===== config.mk =====
export PLATFORM = sky130hd
export DESIGN_NAME = serial_add_seq
export DESIGN_NICKNAME = d
export VERILOG_FILES = /design/src/rtl/serial_add_seq.sv
export SDC_FILE = /design/constraint.sdc
export NUM_CORES = 1
export LEC_CHECK = 0
export CAP_MARGIN = 0
export CORE_MARGIN = 10
export CORE_UTILIZATION = 30
export DETAILED_ROUTE_END_ITERATION = 6
export GPL_TIMING_DRIVEN = 0
export MAX_ROUTING_LAYER = met4
export PLACE_DENSITY = 0.57
export SETUP_SLACK_MARGIN = 0.2
export SYNTH_ARGS = -nofsm -noshare
export SYNTH_HDL_FRONTEND = slang
export SYNTH_SLANG_ARGS = --single-unit

===== constraint.sdc =====
create_clock -name clk -period 2.5 [get_ports clk]
set_input_delay 0.75 -clock clk [delete_from_list [all_inputs] [get_ports clk]]
set_output_delay 0.75 -clock clk [all_outputs]
set_load 0.01 [all_outputs]

===== src/rtl/serial_add_seq.sv =====
`default_nettype none
// +----------------------------------------------------------------------------+
// | serial_add_seq : bit-serial adder driving an external full-adder cell      |
// | Rev 1.0                                                                    |
// +----------------------------------------------------------------------------+
module serial_add_seq #(
  parameter int WIDTH  = 8,
  parameter int FA_LAT = 6
) (
  input  logic             clk,
  input  logic             rst_n,
  input  logic             in_valid,
  output logic             in_ready,
  input  logic [WIDTH-1:0] in_a,
  input  logic [WIDTH-1:0] in_b,
  input  logic             in_cin,
  output logic             fa_a,
  output logic             fa_b,
  output logic             fa_c,
  input  logic             fa_s,
  input  logic             fa_cout,
  output logic             out_valid,
  input  logic             out_ready,
  output logic [WIDTH-1:0] out_sum,
  output logic             out_cout
);

  localparam int IDX_W = (WIDTH > 1) ? $clog2(WIDTH) : 1;

  typedef enum logic [1:0] {
    IDLE = 2'd0,
    RUN  = 2'd1,
    DONE = 2'd2
  } state_t;

  state_t           state, state_n;
  logic [WIDTH-1:0] a_sh, a_sh_n, b_sh, b_sh_n, sum_n;
  logic [IDX_W-1:0] idx, idx_n;
  logic [3:0]       slot, slot_n;
  logic             fa_a_n, fa_b_n, fa_c_n, valid_n, cout_n;

  assign in_ready = (state == IDLE);

  always_ff @(posedge clk or negedge rst_n) begin
    if (!rst_n) begin
      state     <= IDLE;
      a_sh      <= '0;
      b_sh      <= '0;
      idx       <= '0;
      slot      <= '0;
      fa_a      <= 1'b0;
      fa_b      <= 1'b0;
      fa_c      <= 1'b0;
      out_sum   <= '0;
      out_cout  <= 1'b0;
      out_valid <= 1'b0;
    end else begin
      state     <= state_n;
      a_sh      <= a_sh_n;
      b_sh      <= b_sh_n;
      idx       <= idx_n;
      slot      <= slot_n;
      fa_a      <= fa_a_n;
      fa_b      <= fa_b_n;
      fa_c      <= fa_c_n;
      out_sum   <= sum_n;
      out_cout  <= cout_n;
      out_valid <= valid_n;
    end
  end

  always_comb begin
    state_n = state;
    a_sh_n  = a_sh;
    b_sh_n  = b_sh;
    idx_n   = idx;
    slot_n  = slot;
    fa_a_n  = fa_a;
    fa_b_n  = fa_b;
    fa_c_n  = fa_c;
    sum_n   = out_sum;
    cout_n  = out_cout;
    valid_n = out_valid;
    case (state)
      IDLE: begin
        if (in_valid) begin
          state_n = RUN;
          // Operands are kept pre-shifted so the next bit is always at [0].
          a_sh_n  = in_a >> 1;
          b_sh_n  = in_b >> 1;
          fa_a_n  = in_a[0];
          fa_b_n  = in_b[0];
          fa_c_n  = in_cin;
          idx_n   = '0;
          slot_n  = '0;
          sum_n   = '0;
          cout_n  = 1'b0;
        end
      end
      RUN: begin
        if (slot == 4'(FA_LAT)) begin
          slot_n     = '0;
          sum_n[idx] = fa_s;
          if (idx == IDX_W'(WIDTH - 1)) begin
            cout_n  = fa_cout;
            valid_n = 1'b1;
            state_n = DONE;
          end else begin
            idx_n  = idx + 1'b1;
            fa_a_n = a_sh[0];
            fa_b_n = b_sh[0];
            fa_c_n = fa_cout;
            a_sh_n = a_sh >> 1;
            b_sh_n = b_sh >> 1;
          end
        end else begin
          slot_n = slot + 4'd1;
        end
      end
      DONE: begin
        if (out_ready) begin
          valid_n = 1'b0;
          state_n = IDLE;
        end
      end
      default: state_n = IDLE;
    endcase
  end

endmodule
`default_nettype wire


==> results of run 1 <==
layout make-up:
type / count / area (um^2) / area share (%)
Clock buffer: 6 / 72.6 / 2.97
Multi-Input combinational cell: 108 / 896 / 36.6
Buffer: 10 / 72.6 / 2.97
Sequential cell: 36 / 901 / 36.8
Tap cell: 75 / 93.8 / 3.83
Clock inverter: 2 / 35.0 / 1.43
Timing Repair Buffer: 36 / 354 / 14.5
Inverter: 6 / 22.5 / 0.920
power groups by stage:
stage	Sequential (mW)	Combinational [mW]	Clock (mW)
after floorplan	0.928	0.757	0
after global placement	0.928	1.04	0
after detailed placement	0.933	1.06	0
after CTS	0.923	1.07	0.523
after global routing	0.950	1.18	0.550
final	0.922	1.05	0.509
registers in the layout, summed over array words and instances (netlist names):
signal     count
out_valid      1
a_sh           7
slot           4
out_sum        8
fa_a           1
out_cout       1
state          2
fa_b           1
b_sh           7
fa_c           1
idx            3
metal layers:
layer,up-vias,part of all wire (%),global-route usage (%)
met3,7,4.8,2.98
met1,656,44,9.31
met4,0,1.6,3.75
li1,665,-,-
met2,23,49,14.5
met5,-,0,-
timing repair:
item | in CTS | in global routing
gates resized for setup | 1 | 0
endpoints found under the setup margin | 1 | 0
hold buffers | 0 | 0
metrics by stage:
stage / cells / setup WS [ns] / setup TNS [ns] / hold slack, ns
2_1_floorplan: 160 / 0.763 / 0 / 0.454
3_3_place_gp: 271 / -0.251 / -8.97 / 0.479
3_5_place_dp: 271 / 0.136 / 0 / 0.482
4_1_cts: 279 / 0.411 / 0 / 0.502
5_1_grt: 279 / 0.308 / 0 / 0.522
6_report: 279 / 0.429 / 0 / 0.496
critical path, delay by kind of cell (launching register included):
family / cells / cell delay [ns]
flip-flops: 1 / 0.37
AND/OR/NAND/NOR: 1 / 0.17
buffers and inverters: 2 / 0.49
cells in the mapped netlist, drive strengths merged, types with 2 or more instances:
cell type  count
ha             4
inv            6
o21ai          4
a21oi          2
nand3b         5
nor2           5
a221o          3
dfrtp         36
mux2          32
a211o          5
nor3b          5
clkbuf         3
nand2          9
and3           5
mux2i          4
buf            7
nor3           6
a31oi          2
nand3          5
cells by family (layout without fill, tap and decap cells):
logic type                 after synthesis  after routing  synth area share (%)
and+or+nand+nor                         47             47                  14.2
DFF                                     36             36                  47.6
buffers and inverters                   16             60                  5.03
adders and majority gates                4              4                  2.65
AOI/OAI and AO/OA                       21             21                  9.33
muxes                                   36             36                  21.2
how the worst max path moves through the flow:
| stage | to | cells after the start |
|---|---|---|
| CTS | in_ready | 3 |
| floorplan | a_sh[1]$_DFFE_PN0P_ | 5 |
| finish | in_ready | 3 |
| detailed placement | fa_c$_DFFE_PN0P_ | 5 |
| global placement | b_sh[1]$_DFFE_PN0P_ | 1 |
| global route | in_ready | 3 |
==> impl_metrics.py, run 1 <==
metrics = {
    "critical_path": {
        "crit_type": "flop to primary output",
        "cpPeakStageDelay_ns": 0.37,
        "startpoint_type": "flop",
        "r2r_start": "slot[0]$_DFFE_PN0P_",
        "crit_path_end_kind": "primary output",
        "crit_fanout": 10,
        "regToRegSetupSlack_ns": 0.61,
        "cp-startpoint": "state[0]$_DFFE_PN0P_",
        "r2r-end": "fa_c$_DFFE_PN0P_",
        "worstPathArrival_ns": 1.32,
        "crit_chain": "buf_2 > nor2_1 > dlygate4sd2_1",
        "cp.required_ns": 1.75,
        "ff2ff_path_depth": 6,
        "cpMaxStageDelayCell": "dfrtp_1",
    },
    "die": {
        "dieArea_um2": 9880,
        "die_x_um": 99.4,
        "num_rows": 28,
        "io_pins": 37,
        "coreArea_um2": 6030,
        "initial_core_util_pct": 31.4,
        "dieHeight_um": 99.4,
    },
    "power": {
        "peakVddDrop_mv": 0.326,
        "p_int_mw": 1.69,
        "swShare_pct": 31.8,
        "clock_power_share_pct": 20.5,
        "p_leak_nw": 1.02,
        "power_mw": 2.48,
        "p_sw_mw": 0.787,
        "seqPwrFrac_pct": 37.2,
        "combinationalPowerShare_pct": 42.2,
        "power_density_nw_per_um2": 1010,
    },
    "synthesis": {
        "yosysTopAreaCell": "dfrtp_1",
        "syn_avg_cell_area_um2": 11.8,
        "synthArstFlopShare_pct": 100,
        "synth_nets": 187,
        "synth_cell_types": 35,
        "yosysTopAreaCellShare_pct": 47.6,
        "synth_area_um2": 1890,
        "ys_seq_area_share_pct": 47.6,
        "synth_edf_count": 0,
        "synth_area_leaders": "dfrtp_1 48%, mux2_2 18%, ha_1 2.6%",
        "synthCells": 160,
        "ys_warn_count": 0,
        "ys_ff_latch": 36,
        "synthFlopType": "dfrtp_1",
    },
    "grt": {
        "grt_max_degree": 37,
        "grt_usage_pct": 8.74,
        "antenna_found_initial": 0,
        "grt_pass1_vias": 1466,
        "overflow": 0,
        "grt_pass1_wl_um": 6880,
    },
    "placement": {
        "io_buffers": 36,
        "place_hpwl_um": 2850,
        "place.gp.congestion": 0.750,
        "place_area_um2": 2340,
    },
    "clock_tree": {
        "cts-root-buf": "clkbuf_8",
        "cts.clk_slew.worst_paths_ns": 0.07,
        "cts.sinks": 36,
        "cts_tree": "yes",
        "htreeDepth": 2,
        "cts_setup_buffers": 0,
        "cts_made_buffers": 5,
        "cts_max_path_buffers": 2,
        "clk_latency_ns": 0.29,
    },
    "detailed_routing": {
        "vias": 1351,
        "drc": 0,
        "vias_per_cell": 4.84,
        "finalWirelength_um": 3980,
        "wire_per_inst_um": 14.3,
        "drtIter0Drc": 46,
        "dr.pass1.iters": 4,
        "final_antenna_net_count": 0,
    },
    "final_layout": {
        "antenna_cells": 0,
        "drive_gt1_share_pct": 24.0,
        "fillers": 592,
        "fin_util_pct": 40.6,
        "layout_common_cells": "36 x dfrtp_1, 34 x clkdlybuf4s50_1, 30 x mux2_2",
        "layout.cells.most_common": "dfrtp_1",
        "nets": 230,
        "final_area_um2": 2450,
        "area_growth_pct": 29.4,
    },
    "timing": {
        "max_freq_ghz": 0.483,
        "slew_violations": 0,
        "fin_crit_ns": 2.07,
        "skew_ns": 0.00488,
        "setup_viol": 0,
        "rsz0062_at_grt": "false",
        "worst_slew_pin_slew_ns": 0.810,
        "hold_viol_final": 0,
        "timing.slew.headroom_pct": 46.0,
        "period_share_pct": 82.8,
    },
    "min_path": {
        "hold_end": "fa_b$_DFFE_PN0P_",
        "whs_path_depth": 1,
        "hold_class": "flop to flop",
        "min_from": "fa_b$_DFFE_PN0P_",
    },
    "flow_run": {
        "cap_violations": 0,
    },
    "run_status": {
        "status": "finished, final reports clean",
    },
}
No activity file was read; power rests on OpenSTA's default activity.
==> inputs of run 2 (changes only) <==
--- a/config.mk
+++ b/config.mk
@@ -11,7 +11,7 @@
 export DETAILED_ROUTE_END_ITERATION = 6
 export GPL_TIMING_DRIVEN = 0
 export MAX_ROUTING_LAYER = met4
-export PLACE_DENSITY = 0.57
+export PLACE_DENSITY = 0.59
 export SETUP_SLACK_MARGIN = 0.2
 export SYNTH_ARGS = -nofsm -noshare
 export SYNTH_HDL_FRONTEND = slang
==> constraint.sdc (replaced) <==
create_clock -name clk -period 1.8 [get_ports clk]
set_input_delay 0.54 -clock clk [delete_from_list [all_inputs] [get_ports clk]]
set_output_delay 0.54 -clock clk [all_outputs]
set_load 0.01 [all_outputs]
==> run 2 against run 1 <==
Against the previous run: via count increased by 3.8%; worst hold slack got worse by 0.15 ns; utilization increased by 4.7 points; clock skew decreased by 0.0022 ns.
==> impl_metrics.py, run 2 (synthesized netlist as in run 1, its figures left out) <==
metrics = {
    "final_layout": {
        "nets": 245,
        "layout_common_cells": "35 x dfrtp_1, 20 x clkdlybuf4s50_1, 16 x mux2_2, 16 x mux2_4, 14 x dlygate4sd2_1",
        "largest_reg_flops": 8,
        "layout.cells.most_common": "dfrtp_1",
        "drive_gt1_share_pct": 34.7,
        "area_growth_pct": 44.2,
        "fin_cells": 294,
        "multi_input_area_um2": 996,
        "fillers": 586,
        "antenna_cells": 0,
        "regMostFlops": "out_sum",
        "top_regs": "out_sum x8, a_sh x7, b_sh x7",
        "regArea_um2": 902,
    },
    "detailed_routing": {
        "vias": 1402,
        "drtIter0Drc": 45,
        "dr.pass1.iters": 4,
        "wire_per_inst_um": 15.1,
        "final_antenna_net_count": 0,
        "vias_per_cell": 4.77,
        "drc": 0,
        "finalWirelength_um": 4440,
    },
    "clock_tree": {
        "cts.sinks": 36,
        "cts.clk_slew.worst_paths_ns": 0.07,
        "cts_max_path_buffers": 2,
        "cts_made_buffers": 5,
        "cts-root-buf": "clkbuf_8",
        "holdBufCountCts": 0,
        "clk_latency_ns": 0.29,
        "cts_tree": "yes",
        "htreeDepth": 2,
    },
    "critical_path": {
        "startpoint_type": "flop",
        "crit_fanout": 5,
        "cp-startpoint": "idx[0]$_DFFE_PN0P_",
        "critPathCapture": "b_sh[3]$_DFFE_PN0P_",
        "r2r-end": "b_sh[3]$_DFFE_PN0P_",
        "crit_type": "flop to flop",
        "cp.required_ns": 1.97,
        "worstPathArrival_ns": 1.95,
        "regToRegSetupSlack_ns": 0.02,
        "crit_path_end_kind": "flop",
        "ff2ff_path_depth": 6,
        "r2r_start": "idx[0]$_DFFE_PN0P_",
    },
    "power": {
        "p_leak_nw": 1.16,
        "power_density_nw_per_um2": 1470,
        "peakVddDrop_mv": 0.697,
        "power_mw": 4.02,
    },
    "timing": {
        "skew_ns": 0.00269,
        "timing.slew.headroom_pct": 45.0,
        "rsz0062_at_grt": "true",
        "worst_slew_pin_slew_ns": 0.825,
        "hold_viol_final": 0,
        "max_freq_ghz": 0.562,
        "setup_viol": 0,
        "period_share_pct": 98.8,
        "slew_violations": 0,
        "fin_crit_ns": 1.78,
    },
    "placement": {
        "dp.cells": 271,
        "place_hpwl_um": 2980,
        "io_buffers": 36,
        "place.gp.congestion": 0.716,
    },
    "flow_run": {
        "cap_violations": 0,
    },
    "grt": {
        "grt_usage_pct": 9.37,
        "grt_max_degree": 37,
        "overflow": 0,
        "antenna_found_initial": 0,
        "grt_pass1_wl_um": 7330,
        "grt_pass1_vias": 1507,
    },
    "run_status": {
        "status": "finished, final reports clean",
    },
    "die": {
        "initial_core_util_pct": 31.4,
        "die_x_um": 99.4,
        "coreArea_um2": 6030,
        "num_rows": 28,
        "dieArea_um2": 9880,
        "dieHeight_um": 99.4,
        "io_pins": 37,
    },
    "min_path": {
        "hold_class": "input port to async pin",
    },
}
-- run 2: what timing repair did --
| item | 4_1_cts | 5_1_grt |
|---|---|---|
| setup endpoints to repair | 42 | 30 |
| buffers inserted | 10 | 4 |
| gates resized for setup | 33 | 21 |
| gates cloned | 1 | 0 |
| pin swaps | 2 | 6 |
-- run 2: critical path, stage by stage, from the launching register on --
cell and delay [ns]:
dfrtp_1 0.39, ha_2 0.20, ha_4 0.17, a221oi_4 0.32, buf_6 0.16, buf_8 0.12
mux2_4 0.30
-- run 2: worst min-delay path by stage --
stage	from	endpoint	slack [ns]	cells past startpoint
final	rst_n	slot[3]$_DFFE_PN0P_	0.35	1
after global routing	rst_n	a_sh[3]$_DFFE_PN0P_	0.42	1
after CTS	rst_n	out_sum[2]$_DFFE_PN0P_	0.38	1
after detailed placement	fa_a$_DFFE_PN0P_	fa_a$_DFFE_PN0P_	0.48	1
after global placement	fa_a$_DFFE_PN0P_	fa_a$_DFFE_PN0P_	0.47	1
after floorplan	rst_n	a_sh[0]$_DFFE_PN0P_	0.24	0
-- run 2: stage by stage --
stage	area, um^2	TNS [ns]	worst slack (ns)	util, %	hold WS, ns
2_1_floorplan	1940	0	0.142	-	0.244
3_3_place_gp	2390	-34.33	-0.727	39.7	0.473
3_5_place_dp	2390	-8.09	-0.361	39.7	0.479
4_1_cts	2650	0	0.00525	43.9	0.376
5_1_grt	2730	-0.235	-0.0315	45.3	0.420
6_report	2730	0	0.0221	45.3	0.350
-- run 2: metal layers --
metal	part of all wire (%)	wire, um	GRT usage, %	vias to the layer above
met3	3.9	174	2.84	3
met4	0.20	9	2.65	0
met5	0	0	-	-
met1	49	2190	11.8	670
li1	-	-	-	693
met2	46	2060	14.1	36
-- run 2: power by group --
part / total, mW / leakage [nW] / switching [mW] / internal, mW
Combinational: 1.95 / 0.686 / 0.764 / 1.19
Clock: 0.777 / 0.0645 / 0.288 / 0.489
Sequential: 1.29 / 0.413 / 0.183 / 1.11
-- run 2: layout make-up --
type	count	area share, %
Tap cell	75	3.44
Timing Repair Buffer	51	18.4
Multi-Input combinational cell	108	36.5
Clock inverter	1	1.10
Sequential cell	36	33.1
Inverter	6	0.825
Buffer	10	3.16
Clock buffer	7	3.53
